### config.mk
export PLATFORM = sky130hd
export DESIGN_NAME = mc_controller
export DESIGN_NICKNAME = d
export VERILOG_FILES = /design/src/rtl/mc_pkg.sv /design/src/rtl/alu_decoder.sv /design/src/rtl/mc_controller.sv
export SDC_FILE = /design/constraint.sdc
export NUM_CORES = 1
export LEC_CHECK = 0
export ABC_AREA = 1
export CAP_MARGIN = 5
export CORE_AREA = 2 2 51 53
export CTS_CLUSTER_SIZE = 30
export DETAILED_ROUTE_END_ITERATION = 12
export DIE_AREA = 0 0 53 55
export PLACE_DENSITY = 0.77
export REMOVE_ABC_BUFFERS = 1
export SLEW_MARGIN = 0
export SYNTH_ARGS = -nofsm -noshare
export SYNTH_HDL_FRONTEND = slang
export SYNTH_SLANG_ARGS = --single-unit
### constraint.sdc
create_clock -name clk -period 1.39 [get_ports clk]
set_input_delay 0.3475 -clock clk [delete_from_list [all_inputs] [get_ports clk]]
set_output_delay 0.3475 -clock clk [all_outputs]
set_load 0.01 [all_outputs]
### src/rtl/mc_pkg.sv
// Shared encodings for the multicycle controller: FSM states, datapath mux selects,
// opcodes, ALU operation classes and the branch condition helper.
package mc_pkg;

  typedef enum logic [3:0] {
    S_FETCH, S_DECODE, S_MEMADR, S_MEMREAD, S_MEMWB, S_MEMWRITE, S_EXECR,
    S_EXECI, S_ALUWB, S_BRANCH, S_JAL, S_JALR, S_TRAP
  } state_t;

  typedef enum logic [1:0] {
    ALUOP_ADD   = 2'b00,
    ALUOP_SUB   = 2'b01,
    ALUOP_FUNCT = 2'b10
  } aluop_t;

  localparam logic [1:0] SRCA_PC    = 2'b00;
  localparam logic [1:0] SRCA_OLDPC = 2'b01;
  localparam logic [1:0] SRCA_RS1   = 2'b10;

  localparam logic [1:0] SRCB_RS2  = 2'b00;
  localparam logic [1:0] SRCB_IMM  = 2'b01;
  localparam logic [1:0] SRCB_FOUR = 2'b10;

  localparam logic [1:0] RES_ALUOUT = 2'b00;
  localparam logic [1:0] RES_RDATA  = 2'b01;
  localparam logic [1:0] RES_ALU    = 2'b10;

  localparam logic [1:0] IMM_I = 2'b00;
  localparam logic [1:0] IMM_S = 2'b01;
  localparam logic [1:0] IMM_B = 2'b10;
  localparam logic [1:0] IMM_J = 2'b11;

  localparam logic [6:0] OP_LOAD   = 7'b0000011;
  localparam logic [6:0] OP_STORE  = 7'b0100011;
  localparam logic [6:0] OP_RTYPE  = 7'b0110011;
  localparam logic [6:0] OP_ITYPE  = 7'b0010011;
  localparam logic [6:0] OP_BRANCH = 7'b1100011;
  localparam logic [6:0] OP_JAL    = 7'b1101111;
  localparam logic [6:0] OP_JALR   = 7'b1100111;

  // Taken decision from the subtract result flags; unsupported funct3 never branches.
  function automatic logic branch_taken(input logic [2:0] f3, input logic zero,
                                        input logic neg);
    case (f3)
      3'b000:  return zero;
      3'b001:  return !zero;
      3'b100:  return neg;
      3'b101:  return !neg;
      default: return 1'b0;
    endcase
  endfunction

endpackage

### src/rtl/alu_decoder.sv
// ALU control decode: fixed add/sub for address and compare states, funct-based otherwise.
module alu_decoder
  import mc_pkg::*;
(
  input  logic       op5,
  input  logic [2:0] funct3,
  input  logic       funct7b5,
  input  logic [1:0] alu_op,
  output logic [2:0] alu_control
);

  always_comb begin
    alu_control = 3'b000;
    if (alu_op == ALUOP_SUB) begin
      alu_control = 3'b001;
    end else if (alu_op == ALUOP_FUNCT) begin
      case (funct3)
        // sub only for R-type; addi with imm[10] set is still an add
        3'b000:  alu_control = (op5 && funct7b5) ? 3'b001 : 3'b000;
        3'b010:  alu_control = 3'b101;
        3'b100:  alu_control = 3'b100;
        3'b110:  alu_control = 3'b011;
        3'b111:  alu_control = 3'b010;
        default: alu_control = 3'b000;
      endcase
    end
  end

endmodule

### src/rtl/mc_controller.sv
// Multicycle RISC-V control FSM. Define MC_PERF_CNT_EN to add the cycle and
// retired-instruction counters (cycle_cnt, instret_cnt).
module mc_controller
  import mc_pkg::*;
#(
  parameter int unsigned CNT_W = 32
) (
  input  logic       clk,
  input  logic       reset,
  input  logic [6:0] opcode,
  input  logic [2:0] funct3,
  input  logic       funct7bit5,
  input  logic       Zero,
  input  logic       ALUbit31,
  input  logic       mem_ready,
  output logic       mem_req,
  output logic       AdrSrc,
  output logic       MemWrite,
  output logic       IRWrite,
  output logic       PCWrite,
  output logic       RegWrite,
  output logic [1:0] ALUSrcA,
  output logic [1:0] ALUSrcB,
  output logic [1:0] ResultSrc,
  output logic [1:0] ImmSrc,
  output logic [2:0] ALUControl,
  output logic       instr_done,
  output logic       illegal
`ifdef MC_PERF_CNT_EN
  ,
  output logic [CNT_W-1:0] cycle_cnt,
  output logic [CNT_W-1:0] instret_cnt
`endif
);

  state_t     state;
  aluop_t     alu_op;
  logic [2:0] alu_ctrl;

  if (CNT_W == 0) begin : g_cnt_w_check
    $error("CNT_W must be at least 1");
  end

  // State register; instr_done and illegal are set on the transition that earns them.
  always_ff @(posedge clk or posedge reset) begin
    if (reset) begin
      state      <= S_FETCH;
      instr_done <= 1'b0;
      illegal    <= 1'b0;
    end else begin
      instr_done <= 1'b0;
      case (state)
        S_FETCH:   if (mem_ready) state <= S_DECODE;
        S_DECODE: begin
          case (opcode)
            OP_LOAD, OP_STORE: state <= S_MEMADR;
            OP_RTYPE:          state <= S_EXECR;
            OP_ITYPE:          state <= S_EXECI;
            OP_BRANCH:         state <= S_BRANCH;
            OP_JAL:            state <= S_JAL;
            OP_JALR:           state <= S_JALR;
            default: begin
              state   <= S_TRAP;
              illegal <= 1'b1;
            end
          endcase
        end
        S_MEMADR:  state <= (opcode == OP_STORE) ? S_MEMWRITE : S_MEMREAD;
        S_MEMREAD: if (mem_ready) state <= S_MEMWB;
        S_MEMWRITE: begin
          if (mem_ready) begin
            state      <= S_FETCH;
            instr_done <= 1'b1;
          end
        end
        S_MEMWB, S_ALUWB, S_BRANCH: begin
          state      <= S_FETCH;
          instr_done <= 1'b1;
        end
        S_EXECR, S_EXECI: state <= S_ALUWB;
        S_JAL:     state <= S_ALUWB;
        S_JALR:    state <= S_JAL;
        S_TRAP:    state <= S_TRAP;
        default: begin
          state   <= S_TRAP;
          illegal <= 1'b1;
        end
      endcase
    end
  end

  // Moore output decode; only the FETCH strobes look at mem_ready. Reset blanks everything.
  always_comb begin
    mem_req   = 1'b0;
    AdrSrc    = 1'b0;
    MemWrite  = 1'b0;
    IRWrite   = 1'b0;
    PCWrite   = 1'b0;
    RegWrite  = 1'b0;
    ALUSrcA   = SRCA_PC;
    ALUSrcB   = SRCB_RS2;
    ResultSrc = RES_ALUOUT;
    ImmSrc    = IMM_I;
    alu_op    = ALUOP_ADD;
    case (state)
      S_FETCH: begin
        mem_req   = 1'b1;
        IRWrite   = mem_ready;
        PCWrite   = mem_ready;
        ALUSrcB   = SRCB_FOUR;
        ResultSrc = RES_ALU;
      end
      S_DECODE: begin
        ALUSrcA = SRCA_OLDPC;
        ALUSrcB = SRCB_IMM;
        ImmSrc  = IMM_B;
      end
      S_MEMADR: begin
        ALUSrcA = SRCA_RS1;
        ALUSrcB = SRCB_IMM;
        ImmSrc  = (opcode == OP_STORE) ? IMM_S : IMM_I;
      end
      S_MEMREAD: begin
        mem_req = 1'b1;
        AdrSrc  = 1'b1;
      end
      S_MEMWB: begin
        ResultSrc = RES_RDATA;
        RegWrite  = 1'b1;
      end
      S_MEMWRITE: begin
        mem_req  = 1'b1;
        AdrSrc   = 1'b1;
        MemWrite = 1'b1;
      end
      S_EXECR: begin
        ALUSrcA = SRCA_RS1;
        alu_op  = ALUOP_FUNCT;
      end
      S_EXECI: begin
        ALUSrcA = SRCA_RS1;
        ALUSrcB = SRCB_IMM;
        alu_op  = ALUOP_FUNCT;
      end
      S_ALUWB:  RegWrite = 1'b1;
      S_BRANCH: begin
        ALUSrcA = SRCA_RS1;
        alu_op  = ALUOP_SUB;
        PCWrite = branch_taken(funct3, Zero, ALUbit31);
      end
      S_JAL: begin
        ALUSrcA = SRCA_OLDPC;
        ALUSrcB = SRCB_FOUR;
        ImmSrc  = IMM_J;
        PCWrite = 1'b1;
      end
      S_JALR: begin
        ALUSrcA = SRCA_RS1;
        ALUSrcB = SRCB_IMM;
      end
      default: ;
    endcase
    if (reset) begin
      mem_req   = 1'b0;
      AdrSrc    = 1'b0;
      MemWrite  = 1'b0;
      IRWrite   = 1'b0;
      PCWrite   = 1'b0;
      RegWrite  = 1'b0;
      ALUSrcA   = 2'b00;
      ALUSrcB   = 2'b00;
      ResultSrc = 2'b00;
      ImmSrc    = 2'b00;
    end
  end

  alu_decoder u_alu_decoder (
    .op5         (opcode[5]),
    .funct3      (funct3),
    .funct7b5    (funct7bit5),
    .alu_op      (alu_op),
    .alu_control (alu_ctrl)
  );

  assign ALUControl = reset ? 3'b000 : alu_ctrl;

`ifdef MC_PERF_CNT_EN
  // Free-running counters, wrapping naturally at CNT_W bits.
  always_ff @(posedge clk or posedge reset) begin
    if (reset) begin
      cycle_cnt   <= '0;
      instret_cnt <= '0;
    end else begin
      cycle_cnt <= cycle_cnt + CNT_W'(1);
      if (instr_done) instret_cnt <= instret_cnt + CNT_W'(1);
    end
  end
`endif

endmodule

==> results of run 1 <==
[through the flow]
step                      setup WS, ns  instances  hold slack [ns]
after floorplan                -0.0899        129            0.147
after global placement          -0.977        228            0.459
after detailed placement         -1.03        228            0.476
after CTS                       -0.414        242            0.401
after global routing            -0.511        243            0.411
final                           -0.447        243            0.414
[critical path: stages (launching register included)]
cell and delay (ns):
dfrtp_2 0.46, nor2_4 0.13, buf_6 0.12, nand2_4 0.05, nor2_4 0.13, a21oi_1 0.06
a21oi_1 0.14, buf_2 0.16
[final timing paths]
check	startpoint	to	slack [ns]	cells after the start
worst max-delay path	state[3]$_DFFE_PP0P_	ALUSrcB[0]	-0.45	7
worst min-delay path	reset	instr_done$_DFF_PP0_	0.41	3
worst max register to register	state[0]$_DFFE_PP0P_	state[0]$_DFFE_PP0P_	-0.05	10
worst min register to register	illegal$_DFFE_PP0P_	illegal$_DFFE_PP0P_	0.48	1
max in group asynchronous	reset	state[2]$_DFFE_PP0P_	0.84	3
min in group clk	illegal$_DFFE_PP0P_	illegal$_DFFE_PP0P_	0.48	1
[report_power, final]
part / leakage, nW / internal (W) / switching [W]
combinational: 0.727 / 0.0000708 / 0.0000679
sequential: 0.0659 / 0.000175 / 0
clock: 0.0138 / 0.0000980 / 0.0000678
[layer usage]
layer	global-route usage, %	wire [um]
met5	0	0
met4	5.98	80
met3	4.57	139
met2	46.3	1850
met1	22.0	1280
[cell usage in the layout, fill, tap and decap left out, types with 5 or more instances in the layout]
cell | Yosys | layout
nor2_1 | 11 | 5
buf_2 | 1 | 16
nand3_2 | 5 | 7
buf_4 | 0 | 39
nand2_1 | 39 | 29
inv_1 | 18 | 9
a21oi_1 | 7 | 5
nand2_2 | 3 | 10
nor2_4 | 5 | 9
inv_2 | 4 | 10
buf_6 | 0 | 8
dlygate4sd2_1 | 0 | 12
[kinds of logic after synthesis]
logic type / synth area share [%]
buf+inv: 12.1
simple gates: 52.1
flops: 19.2
compound gates: 16.6
[state kept, by name, indices dropped and copies added (netlist names)]
signal      flops
instr_done      1
state           4
illegal         1
[cell type report]
type	instances	area [um^2]	area share, %
timing repair buffer	81	624	38.8
multi-input combinational	101	681	42.3
sequential	6	154	9.56
clock buffer	3	22.5	1.40
tap	30	37.5	2.33
inverter	22	90.1	5.60
[repair_timing]
| action | 4_1_cts | 5_1_grt |
|---|---|---|
| pin swaps | 20 | 18 |
| gates resized for setup | 116 | 32 |
| setup buffers | 13 | 3 |
| setup endpoints to repair | 23 | 21 |
==> impl_metrics.py, run 1 <==
metrics = {
    "cells_and_area": {
        "antenna_cells": 0,
        "fin_area_um2": 1610,
        "syn2layout_area_growth_pct": 105,
        "layout-drive-gt1-share_pct": 60.6,
        "finish.utilization_pct": 68.0,
        "n_fill_cell": 184,
        "num-nets-final": 231,
    },
    "clock_network": {
        "ctsRootBufferMaster": "clkbuf_4",
        "clk_pin_slew_worst_paths_ns": 0.05,
        "cts_tree": "built",
        "insertion_delay_ns": 0.24,
        "cts_made_buffers": 3,
        "cts.sinks": 6,
        "clockBufferDepth": 2,
        "cts_hold_buf": 0,
        "cts_max_level": 1,
    },
    "timing": {
        "period_minus_slack_ns": 1.84,
        "hold_violations": 0,
        "clock_skew_ns": 0.000545,
        "tightest_slew_ns": 0.335,
        "maxSlewHeadroom_pct": 77.7,
        "setup_ws_ns": -0.447,
        "rsz0062_at_grt": "yes",
        "timing.fmax_ghz": 0.544,
        "setup_viol": 19,
        "min_period_over_period_pct": 132,
        "finalSetupTns_ns": -6.39,
        "drv_slew": 0,
    },
    "synthesis": {
        "synth_edf_count": 0,
        "synthDistinctLibCells": 27,
        "yosys-top-cells-count": "nand2_1 (39), inv_1 (18), nor2_1 (11)",
        "yosys_warnings": 0,
        "synth_flop_cell": "dfrtp_1",
        "synth_top_cells_by_area": "dfrtp_1 (19%), nand2_1 (19%), inv_1 (8.6%)",
        "synth_top_area_share_pct": 19.2,
        "synth_cells": 132,
        "yosysMostFrequentCell": "nand2_1",
        "syn-cell-area_um2": 783,
        "yosys.area.top_type": "dfrtp_1",
        "ys_seq_area_share_pct": 19.2,
        "syn_avg_cell_area_um2": 5.93,
        "synthArstFlopShare_pct": 100,
        "synth-seq-cells": 6,
    },
    "route": {
        "avgRoutedWirePerCell_um": 13.8,
        "drtIter0Drc": 25,
        "antenna_left": 0,
        "dr.pass1.iters": 4,
        "drc": 0,
        "vias": 1222,
        "via_per_inst": 5.03,
        "wirelength_um": 3360,
    },
    "die": {
        "die-area_um2": 2920,
        "die_y_um": 55,
        "initial_core_util_pct": 33.1,
        "io_pins": 35,
        "coreArea_um2": 2360,
        "rows": 18,
        "die_w_um": 53,
    },
    "setup_path": {
        "end_kind": "output pin",
        "required_ns": 1.04,
        "critPathKind": "flip-flop to output pin",
        "cp.arrival_ns": 1.49,
        "path_max_fanout": 4,
        "start_kind": "flip-flop",
    },
    "grt": {
        "track_usage_pct": 22.2,
        "grt.overflow.total": 0,
        "grt_pass1_vias": 1171,
        "grt_max_degree": 12,
        "antenna_found_initial": 0,
        "grt_pass1_wl_um": 4730,
    },
    "power": {
        "power.leakage_nw": 0.807,
        "peakVddDrop_mv": 0.476,
        "finalPower_w": 0.000480,
        "p_per_area_nw_per_um2": 298,
    },
    "run_status": {
        "violations": "setup timing",
        "outcome": "finished with violations",
    },
    "place": {
        "placed_cell_area_um2": 1410,
        "place_hpwl_um": 2200,
        "port_buffers": 34,
        "place.gp.congestion": 0.968,
    },
    "hold_path": {
        "hold_path.class": "input pin to asynchronous set/reset pin",
    },
    "run": {
        "drv_cap": 0,
    },
}
Power figures use the tool's default switching activity.
==> run 2: changes to the inputs <==
Settings changed: CORE_AREA 2 2 51 53 to 5 5 54 56, DIE_AREA 0 0 53 55 to 0 0 59 61, HOLD_SLACK_MARGIN set to 0.03.
==> impl_metrics.py, run 2 (synthesis results as in run 1) <==
metrics = {
    "clock_network": {
        "cts_max_level": 1,
        "clockBufferDepth": 2,
        "cts_tree": "built",
        "cts.sinks": 6,
        "clk_pin_slew_worst_paths_ns": 0.05,
        "insertion_delay_ns": 0.25,
        "ctsRootBufferMaster": "clkbuf_4",
        "cts_made_buffers": 3,
    },
    "place": {
        "place_hpwl_um": 2220,
        "place.gp.congestion": 0.875,
        "port_buffers": 34,
        "placed_cell_area_um2": 1400,
        "pre_cts_slack_ns": -1.02,
    },
    "die": {
        "coreArea_um2": 2390,
        "rows": 18,
        "die-area_um2": 3600,
        "die_y_um": 61,
        "initial_core_util_pct": 32.8,
        "die_w_um": 59,
        "io_pins": 35,
    },
    "route": {
        "drc": 0,
        "via_per_inst": 5.07,
        "vias": 1262,
        "wirelength_um": 3660,
        "dr.pass1.iters": 4,
        "avgRoutedWirePerCell_um": 14.7,
        "drtIter0Drc": 38,
        "antenna_left": 0,
    },
    "cells_and_area": {
        "top_register": "state",
        "multi_input_area_um2": 739,
        "antenna_cells": 0,
        "final_cell_mix": "buf_4 (41), nand2_1 (24), buf_2 (17)",
        "syn2layout_area_growth_pct": 119,
        "finish.utilization_pct": 71.8,
        "n_fill_cell": 184,
        "fin_area_um2": 1710,
        "num-nets-final": 237,
        "reg_top3": "state: 4 flops, illegal: 1 flops, instr_done: 1 flops",
        "layout-drive-gt1-share_pct": 65.3,
        "largest_reg_flops": 4,
        "final_common_cell": "buf_4",
        "final-seq-area_um2": 154,
    },
    "hold_path": {
        "hold_path.class": "input pin to asynchronous set/reset pin",
    },
    "setup_path": {
        "end_kind": "output pin",
        "cp.arrival_ns": 1.56,
        "path_max_fanout": 5,
        "start_kind": "flip-flop",
        "critPathKind": "flip-flop to output pin",
        "required_ns": 1.04,
    },
    "grt": {
        "track_usage_pct": 20.1,
        "grt_max_degree": 12,
        "grt.overflow.total": 0,
        "grt_pass1_wl_um": 5400,
        "grt_pass1_vias": 1270,
        "antenna_found_initial": 0,
    },
    "timing": {
        "min_period_over_period_pct": 137,
        "maxSlewHeadroom_pct": 74.9,
        "setup_ws_ns": -0.517,
        "drv_slew": 0,
        "rsz0062_at_grt": "yes",
        "timing.fmax_ghz": 0.524,
        "hold_violations": 0,
        "period_minus_slack_ns": 1.91,
        "setup_viol": 19,
        "tightest_slew_ns": 0.377,
        "fin_hold_ws_ns": 0.457,
        "clock_skew_ns": 0.00173,
    },
    "run": {
        "drv_cap": 0,
    },
    "power": {
        "p_per_area_nw_per_um2": 284,
        "power.leakage_nw": 0.877,
        "peakVddDrop_mv": 0.447,
    },
    "run_status": {
        "violations": "setup timing",
        "outcome": "finished with violations",
    },
}
run 2: changes by cell type in the layout (fill, tap and decap cells not counted), sizes merged:
| cell | change |
|---|---|
| dlygate4sd2 | -2 |
| buf | +7 |
| clkdlybuf4s50 | +2 |
| clkdlybuf4s15 | -3 |
| clkbuf | +2 |
run 2: cell type report:
class / count / share of cell area [%]
clock buffers: 3 / 1.31
well taps: 30 / 2.19
multi-input cells: 101 / 43.1
inverters: 22 / 5.26
repair buffers: 87 / 39.1
flip-flops and latches: 6 / 8.98
run 2: per-stage QoR:
step                total power [W]  instances  setup TNS [ns]
finish                     0.000486        249           -6.66
global placement           0.000294        227          -14.58
CTS                        0.000480        248           -5.91
detailed placement         0.000299        227          -15.07
floorplan                  0.000211        129          -0.450
global route               0.000510        249           -7.88
run 2: metal layers:
layer	up-vias	GRT usage [%]	part of all wire, %
li1	604	-	-
met1	596	19.9	34
met2	47	39.1	54
met3	15	5.32	6.5
met4	0	8.41	4.6
met5	-	0	0
run 2: path summary, 6_finish.rpt:
| kind | start | end | slack, ns | cells after the start |
|---|---|---|---|---|
| min reg2reg | illegal$_DFFE_PP0P_ | illegal$_DFFE_PP0P_ | 0.46 | 1 |
| max reg2reg | state[3]$_DFFE_PP0P_ | illegal$_DFFE_PP0P_ | -0.04 | 7 |
| min in group clk | illegal$_DFFE_PP0P_ | illegal$_DFFE_PP0P_ | 0.46 | 1 |
| max | state[3]$_DFFE_PP0P_ | ALUSrcB[0] | -0.52 | 6 |
| max in group asynchronous | reset | state[0]$_DFFE_PP0P_ | 0.80 | 3 |
| min | reset | illegal$_DFFE_PP0P_ | 0.46 | 3 |
run 2: report_power, final:
| group | switching [W] | internal [W] | leakage (nW) |
|---|---|---|---|
| clock | 0.0000664 | 0.0000979 | 0.0138 |
| sequential | 0 | 0.000175 | 0.0659 |
| combinational | 0.0000724 | 0.0000744 | 0.798 |
| total | 0.000139 | 0.000347 | 0.877 |
run 2: repair_timing:
action | CTS | global route
pin swaps | 30 | 17
hold buffers | 0 | 0
setup endpoints to repair | 23 | 22
endpoints found under the hold margin | 0 | 0
buffers inserted | 21 | 4
resized for setup | 126 | 39
run 2: critical path, stage by stage (launching register included):
cell     delay [ns]
dfrtp_2        0.46
inv_2          0.13
nor2_4         0.06
or2_4          0.27
a21oi_2        0.18
a21oi_2        0.07
buf_2          0.14
